<file path="src/rtl/mc_bus_pkg.sv">
// Shared definitions for the two-port RAM arbiter: port ids and arbitration modes.
package mc_bus_pkg;

  // Identifies one of the two requesters sharing the RAM.
  typedef enum logic {
    PORT_A = 1'b0,
    PORT_B = 1'b1
  } port_id_e;

  // Arbitration modes selectable through the FIXED_PRIO parameter.
  localparam int unsigned PRIO_RR    = 0;
  localparam int unsigned PRIO_FIXED = 1;

  // Width of the RAM data path.
  localparam int unsigned DATA_W = 8;

  // Returns the port that is not p; round-robin hands the next contention to it.
  function automatic port_id_e other_port(input port_id_e p);
    return (p == PORT_A) ? PORT_B : PORT_A;
  endfunction

endpackage : mc_bus_pkg

</file>
<file path="src/rtl/ram_arbiter.sv">
// Two-port arbiter in front of a single-port synchronous RAM.
// Picks at most one requester per clock and registers its access onto the RAM bus.
// Round-robin, or port A priority with a starvation guard for port B.
module ram_arbiter
  import mc_bus_pkg::*;
#(
  parameter int unsigned ADDR_WIDTH = 16,
  parameter int unsigned FIXED_PRIO = 0,
  parameter int unsigned MAX_WAIT   = 8
) (
  input  logic                  clk,
  input  logic                  n_reset,
  // port A (CPU)
  input  logic                  a_req,
  input  logic                  a_we,
  input  logic [ADDR_WIDTH-1:0] a_addr,
  input  logic [DATA_W-1:0]     a_wdata,
  output logic                  a_gnt,
  output logic                  a_rvalid,
  output logic [DATA_W-1:0]     a_rdata,
  // port B
  input  logic                  b_req,
  input  logic                  b_we,
  input  logic [ADDR_WIDTH-1:0] b_addr,
  input  logic [DATA_W-1:0]     b_wdata,
  output logic                  b_gnt,
  output logic                  b_rvalid,
  output logic [DATA_W-1:0]     b_rdata,
  // RAM side
  output logic                  ram_we,
  output logic [ADDR_WIDTH-1:0] ram_addr,
  output logic [DATA_W-1:0]     ram_din,
  input  logic [DATA_W-1:0]     ram_dout
);

  localparam int unsigned CNT_W = (MAX_WAIT < 1) ? 1 : $clog2(MAX_WAIT + 1);
  localparam logic [CNT_W-1:0] CNT_MAX = CNT_W'(MAX_WAIT);

  // Registered state
  logic                  a_gnt_q,    a_gnt_d;
  logic                  b_gnt_q,    b_gnt_d;
  logic                  a_rvalid_q, a_rvalid_d;
  logic                  b_rvalid_q, b_rvalid_d;
  logic                  ram_we_q,   ram_we_d;
  logic [ADDR_WIDTH-1:0] ram_addr_q, ram_addr_d;
  logic [DATA_W-1:0]     ram_din_q,  ram_din_d;
  logic [CNT_W-1:0]      starve_cnt_q, starve_cnt_d;
  port_id_e              last_grant_q, last_grant_d;

  // Arbitration decision for this edge
  logic a_elig, b_elig;
  logic a_win,  b_win;

  // A port granted last cycle sits out this edge, so a held req is never issued twice.
  assign a_elig = a_req & ~a_gnt_q;
  assign b_elig = b_req & ~b_gnt_q;

  // Winner selection: a lone eligible requester always wins; contention depends on mode.
  always_comb begin
    a_win = 1'b0;
    b_win = 1'b0;
    if (a_elig && b_elig) begin
      if (FIXED_PRIO == PRIO_FIXED) begin
        if (starve_cnt_q >= CNT_MAX) begin
          b_win = 1'b1;
        end else begin
          a_win = 1'b1;
        end
      end else begin
        if (other_port(last_grant_q) == PORT_B) begin
          b_win = 1'b1;
        end else begin
          a_win = 1'b1;
        end
      end
    end else begin
      a_win = a_elig;
      b_win = b_elig;
    end
  end

  // Next-state: issue the winner's access, track read returns and fairness state.
  always_comb begin
    a_gnt_d      = a_win;
    b_gnt_d      = b_win;
    ram_we_d     = 1'b0;
    ram_addr_d   = ram_addr_q;
    ram_din_d    = ram_din_q;
    last_grant_d = last_grant_q;
    starve_cnt_d = starve_cnt_q;

    if (a_win) begin
      ram_addr_d   = a_addr;
      ram_din_d    = a_wdata;
      ram_we_d     = a_we;
      last_grant_d = PORT_A;
    end else if (b_win) begin
      ram_addr_d   = b_addr;
      ram_din_d    = b_wdata;
      ram_we_d     = b_we;
      last_grant_d = PORT_B;
    end

    // The RAM returns data one cycle after the address; only reads report it.
    a_rvalid_d = a_gnt_q & ~ram_we_q;
    b_rvalid_d = b_gnt_q & ~ram_we_q;

    // Count edges where B could have gone but lost; reset when B is served or gives up.
    if (!b_req || b_win) begin
      starve_cnt_d = '0;
    end else if (b_elig && a_win && (starve_cnt_q < CNT_MAX)) begin
      starve_cnt_d = starve_cnt_q + CNT_W'(1);
    end
  end

  // State register with asynchronous active-low reset.
  always_ff @(posedge clk or negedge n_reset) begin
    if (!n_reset) begin
      a_gnt_q      <= 1'b0;
      b_gnt_q      <= 1'b0;
      a_rvalid_q   <= 1'b0;
      b_rvalid_q   <= 1'b0;
      ram_we_q     <= 1'b0;
      ram_addr_q   <= '0;
      ram_din_q    <= '0;
      starve_cnt_q <= '0;
      last_grant_q <= PORT_B;
    end else begin
      a_gnt_q      <= a_gnt_d;
      b_gnt_q      <= b_gnt_d;
      a_rvalid_q   <= a_rvalid_d;
      b_rvalid_q   <= b_rvalid_d;
      ram_we_q     <= ram_we_d;
      ram_addr_q   <= ram_addr_d;
      ram_din_q    <= ram_din_d;
      starve_cnt_q <= starve_cnt_d;
      last_grant_q <= last_grant_d;
    end
  end

  assign a_gnt    = a_gnt_q;
  assign b_gnt    = b_gnt_q;
  assign a_rvalid = a_rvalid_q;
  assign b_rvalid = b_rvalid_q;
  assign ram_we   = ram_we_q;
  assign ram_addr = ram_addr_q;
  assign ram_din  = ram_din_q;

  // Both ports see the RAM output directly; rvalid says whose data it is.
  assign a_rdata  = ram_dout;
  assign b_rdata  = ram_dout;

endmodule : ram_arbiter

</file>
<file path="config.mk">
export PLATFORM = sky130hd
export DESIGN_NAME = ram_arbiter
export DESIGN_NICKNAME = d
export VERILOG_FILES = /design/src/rtl/mc_bus_pkg.sv /design/src/rtl/ram_arbiter.sv
export SDC_FILE = /design/constraint.sdc
export NUM_CORES = 1
export LEC_CHECK = 0
export ABC_AREA = 1
export CAP_MARGIN = 20
export CORE_MARGIN = 2
export CORE_UTILIZATION = 26
export CTS_CLUSTER_DIAMETER = 150
export CTS_CLUSTER_SIZE = 8
export DETAILED_ROUTE_END_ITERATION = 10
export PLACE_DENSITY = 0.61
export SETUP_SLACK_MARGIN = 0.05
export SLEW_MARGIN = 20
export SYNTH_ARGS = -nofsm -noshare
export SYNTH_HDL_FRONTEND = slang
export SYNTH_SLANG_ARGS = --single-unit
</file>
<file path="constraint.sdc">
create_clock -name clk -period 1 [get_ports clk]
set_input_delay 0.15 -clock clk [delete_from_list [all_inputs] [get_ports clk]]
set_output_delay 0.15 -clock clk [all_outputs]
set_load 0.05 [all_outputs]
</file>
==> metrics.yaml <==
run_status:
  result_of_the_run: "finished with violations"
  failed_checks: "negative setup slack"
power:
  vdd_ir_drop_max_mv: 1.005
  powerDensity_mw_per_mm2: 1996
  p_leak_nw: 1.489
hold_path:
  worstHoldPathType: "input pin to asynchronous set/reset pin"
global_route:
  first_global_vias: 1729
  gr-total-overflow: 0
  grt_pass1_wl_um: 7734
  grt_start_max_net_pins: 31
  antenna_found_initial: 0
  grt_use_total_pct: 13.49
timing:
  fmaxAchievable_ghz: 0.8988
  fin_ws_ns: -0.1126
  rsz0062_at_grt: "yes"
  maxSlewHeadroom_pct: 87.47
  holdWs_ns: 0.2356
  timing.final.max_slew_violations: 0
  number_of_hold_violations_in_the_final_report: 0
  portion_of_the_clock_cycle_consumed_by_the_worst_path_in_the_final_layout_pct: 111.3
  post-route-min-period_ns: 1.113
  total_negative_setup_slack_ns: -2.514
  worst_clock_skew_ns: 0.003238
  worst-slew-pin-transition_ns: 0.1879
  setup_violations: 38
die:
  start_util_pct: 26.65
  chipHeight_um: 84.45
  floorplan.die.width_um: 84.45
  floorplan.die_area_mm2: 0.007132
  coreArea_mm2: 0.006314
  boundaryPins: 107
  rows: 29
final_layout:
  area_occupied_by_multi_input_gates_um2: 641.9
  register_area_um2: 754.5
  syn_to_final_growth_pct: 82.45
  nets: 369
  instances_no_fill: 385
  final.fill_count: 616
  drive_above_1_share_pct: 25.97
  n_antenna_cell: 0
  postLayoutCellArea_mm2: 0.003070
placement:
  dp_hpwl_um: 3494
  dp_cells: 368
  io_buffers: 82
  dpl-instance-area_mm2: 0.002874
  placer_congestion_estimate: 0.7378
routing:
  drc: 0
  vias: 1735
  post_drt_via_cell_ratio: 4.506
  drt_first_iter_violations: 42
  drt.antenna.violating_nets: 0
  wl_um: 4737
  drt-pass1-iter-count: 4
  drt-wirelength-per-cell_um: 12.30
cts:
  ctsRootBufferMaster: "sky130_fd_sc_hd__clkbuf_8"
  worst_setup_hold_path_clk_slew_ns: 0.07
  cts_sinks: 30
  tritoncts.num_buffers: 5
  h-tree-depth: 2
  clock_tree_from_tritoncts: "done"
  clock_latency_ns: 0.28
  clockBufferDepth: 2
logic_synthesis:
  synth_top_cells_by_area: "sky130_fd_sc_hd__dfrtp_1 43%, sky130_fd_sc_hd__nand3_1 22%, sky130_fd_sc_hd__buf_4 8.5%"
  synth_ff_type: "sky130_fd_sc_hd__dfrtp_1"
  post_synth_num_cell_types: 14
  mean_post_synth_cell_area_um2: 7.546
  most_repeated_cell_in_the_gate_level_netlist_after_synthesis: "sky130_fd_sc_hd__nand3_1"
  yosys.area.top_type_share_pct: 43.12
  yosysSeqAreaShare_pct: 44.68
  most_frequent_cells_after_synthesis: "73 x sky130_fd_sc_hd__nand3_1, 29 x sky130_fd_sc_hd__dfrtp_1, 29 x sky130_fd_sc_hd__inv_1, 29 x sky130_fd_sc_hd__nand2_1, 26 x sky130_fd_sc_hd__nor2_1"
  post-synth-top-area-cell: "sky130_fd_sc_hd__dfrtp_1"
  number_of_flops_mapped_to_enable_cells_by_yosys: 0
  synth-async-reset-ratio_pct: 100.0
  syn-num-nets: 285
  post_synth_instance_area_mm2: 0.001683
  synth-seq-cells: 30
  syn_inst: 223
  ys.warnings.count: 0
critical_path:
  worst-setup-path-type: "flip-flop to output port"
  timing.rr.end: "ram_addr[0]$_DFFE_PN0P_"
  cp_num_buf_inv: 2
  slowest_stage_cell_on_the_critical_path: "sky130_fd_sc_hd__dfrtp_2"
  start_kind: "flip-flop"
  worst-endpoint-required_ns: 0.85
  max_stage_delay_ns: 0.43
  critical_path_data_arrival_time_ns: 0.96
  cp_top_family: "flip-flops"
  end_kind: "output port"
  number_of_cell_instances_on_the_worst_register_to_register_path: 6
  critical_path_peak_fanout: 2
  crit-reg2reg-launch: "last_grant_q$_DFFE_PN1P_"
  cp_cell_sequence: "buf_6 > buf_12"
  r2r_slack_ns: -0.10
flow_run:
  drv.max_cap_violation_count: 0
==> sequential cells by signal, summed over array words and instances (netlist names) <==
register / cells
a_rvalid: 1
b_rvalid: 1
ram_addr: 16
ram_we: 1
ram_din: 8
last_grant_q: 1
b_gnt: 1
a_gnt: 1
==> metrics by stage <==
step           utilization [%]  setup slack (ns)  power [W]
3_3_place_gp             45.52           -0.2802   0.004987
6_report                 48.63           -0.1126   0.006128
4_1_cts                  47.56           -0.1104   0.006100
2_1_floorplan                -           -0.2030   0.003410
3_5_place_dp             45.52           -0.3082   0.005002
5_1_grt                  48.63           -0.1778   0.006447
==> cell type report <==
cell class	instances	share of cell area [%]
inverter	32	4.075
sequential	30	24.57
clock inverter	1	0.1630
clock buffer	7	2.812
tap	77	3.138
timing repair buffer	106	44.34
multi-input combinational	132	20.90
==> what timing repair did <==
| action | 4_1_cts | 5_1_grt |
|---|---|---|
| pin swaps | 0 | 1 |
| resized for setup | 4 | 8 |
| hold buffers | 0 | 0 |
| setup buffers | 3 | 6 |
| setup endpoints to repair | 56 | 57 |
==> logic make-up after synthesis <==
| family | synth area share (%) |
|---|---|
| compound gates | 0.2971 |
| buf+inv | 19.11 |
| flops | 44.68 |
| simple gates | 35.91 |
==> power by group <==
group	internal (W)	switching (W)	leakage (nW)	total, W
Combinational	0.00167	0.00165	1.07	0.00332
Sequential	0.00150	0.000300	0.368	0.00180
Clock	0.000555	0.000452	0.0482	0.00101
==> layout by cell type (no fill, tap or decap) <==
| cell | count |
|---|---|
| sky130_fd_sc_hd__nand3_1 | 71 |
| sky130_fd_sc_hd__clkdlybuf4s50_1 | 53 |
| sky130_fd_sc_hd__buf_12 | 34 |
| sky130_fd_sc_hd__dfrtp_1 | 27 |
| sky130_fd_sc_hd__inv_1 | 26 |
| sky130_fd_sc_hd__nand2_1 | 25 |
| sky130_fd_sc_hd__nor2_1 | 24 |
| sky130_fd_sc_hd__buf_4 | 17 |
| sky130_fd_sc_hd__clkbuf_8 | 6 |
| sky130_fd_sc_hd__inv_2 | 4 |
| sky130_fd_sc_hd__nand2_2 | 4 |
| sky130_fd_sc_hd__inv_4 | 2 |
| sky130_fd_sc_hd__nand2_4 | 2 |
| sky130_fd_sc_hd__nor2_2 | 2 |
| sky130_fd_sc_hd__nand3_2 | 2 |
| sky130_fd_sc_hd__dfrtp_2 | 2 |
| sky130_fd_sc_hd__buf_6 | 2 |
| sky130_fd_sc_hd__nand3_4 | 1 |
| sky130_fd_sc_hd__o21ai_1 | 1 |
| sky130_fd_sc_hd__clkbuf_1 | 1 |
| sky130_fd_sc_hd__clkinv_2 | 1 |
| sky130_fd_sc_hd__dfstp_2 | 1 |
==> metal layers <==
metal	global-route usage, %	share of wire [%]	vias up
met1	16.38	42	805
li1	-	-	852
met3	4.228	7.5	9
met4	3.608	1.2	0
met5	0	0	-
met2	23.23	49	69
==> worst max-delay path by stage <==
stage,start,endpoint,depth (start not counted)
finish,b_gnt$_DFF_PN0_,b_gnt,2
detailed placement,a_req,ram_addr[11]$_DFFE_PN0P_,7
CTS,last_grant_q$_DFFE_PN1P_,ram_addr[0]$_DFFE_PN0P_,6
global route,last_grant_q$_DFFE_PN1P_,ram_din[7]$_DFFE_PN0P_,6
floorplan,b_gnt$_DFF_PN0_,ram_addr[10]$_DFFE_PN0P_,5
global placement,a_req,ram_addr[0]$_DFFE_PN0P_,7
Note: power is estimated with default switching activity, not from simulation.
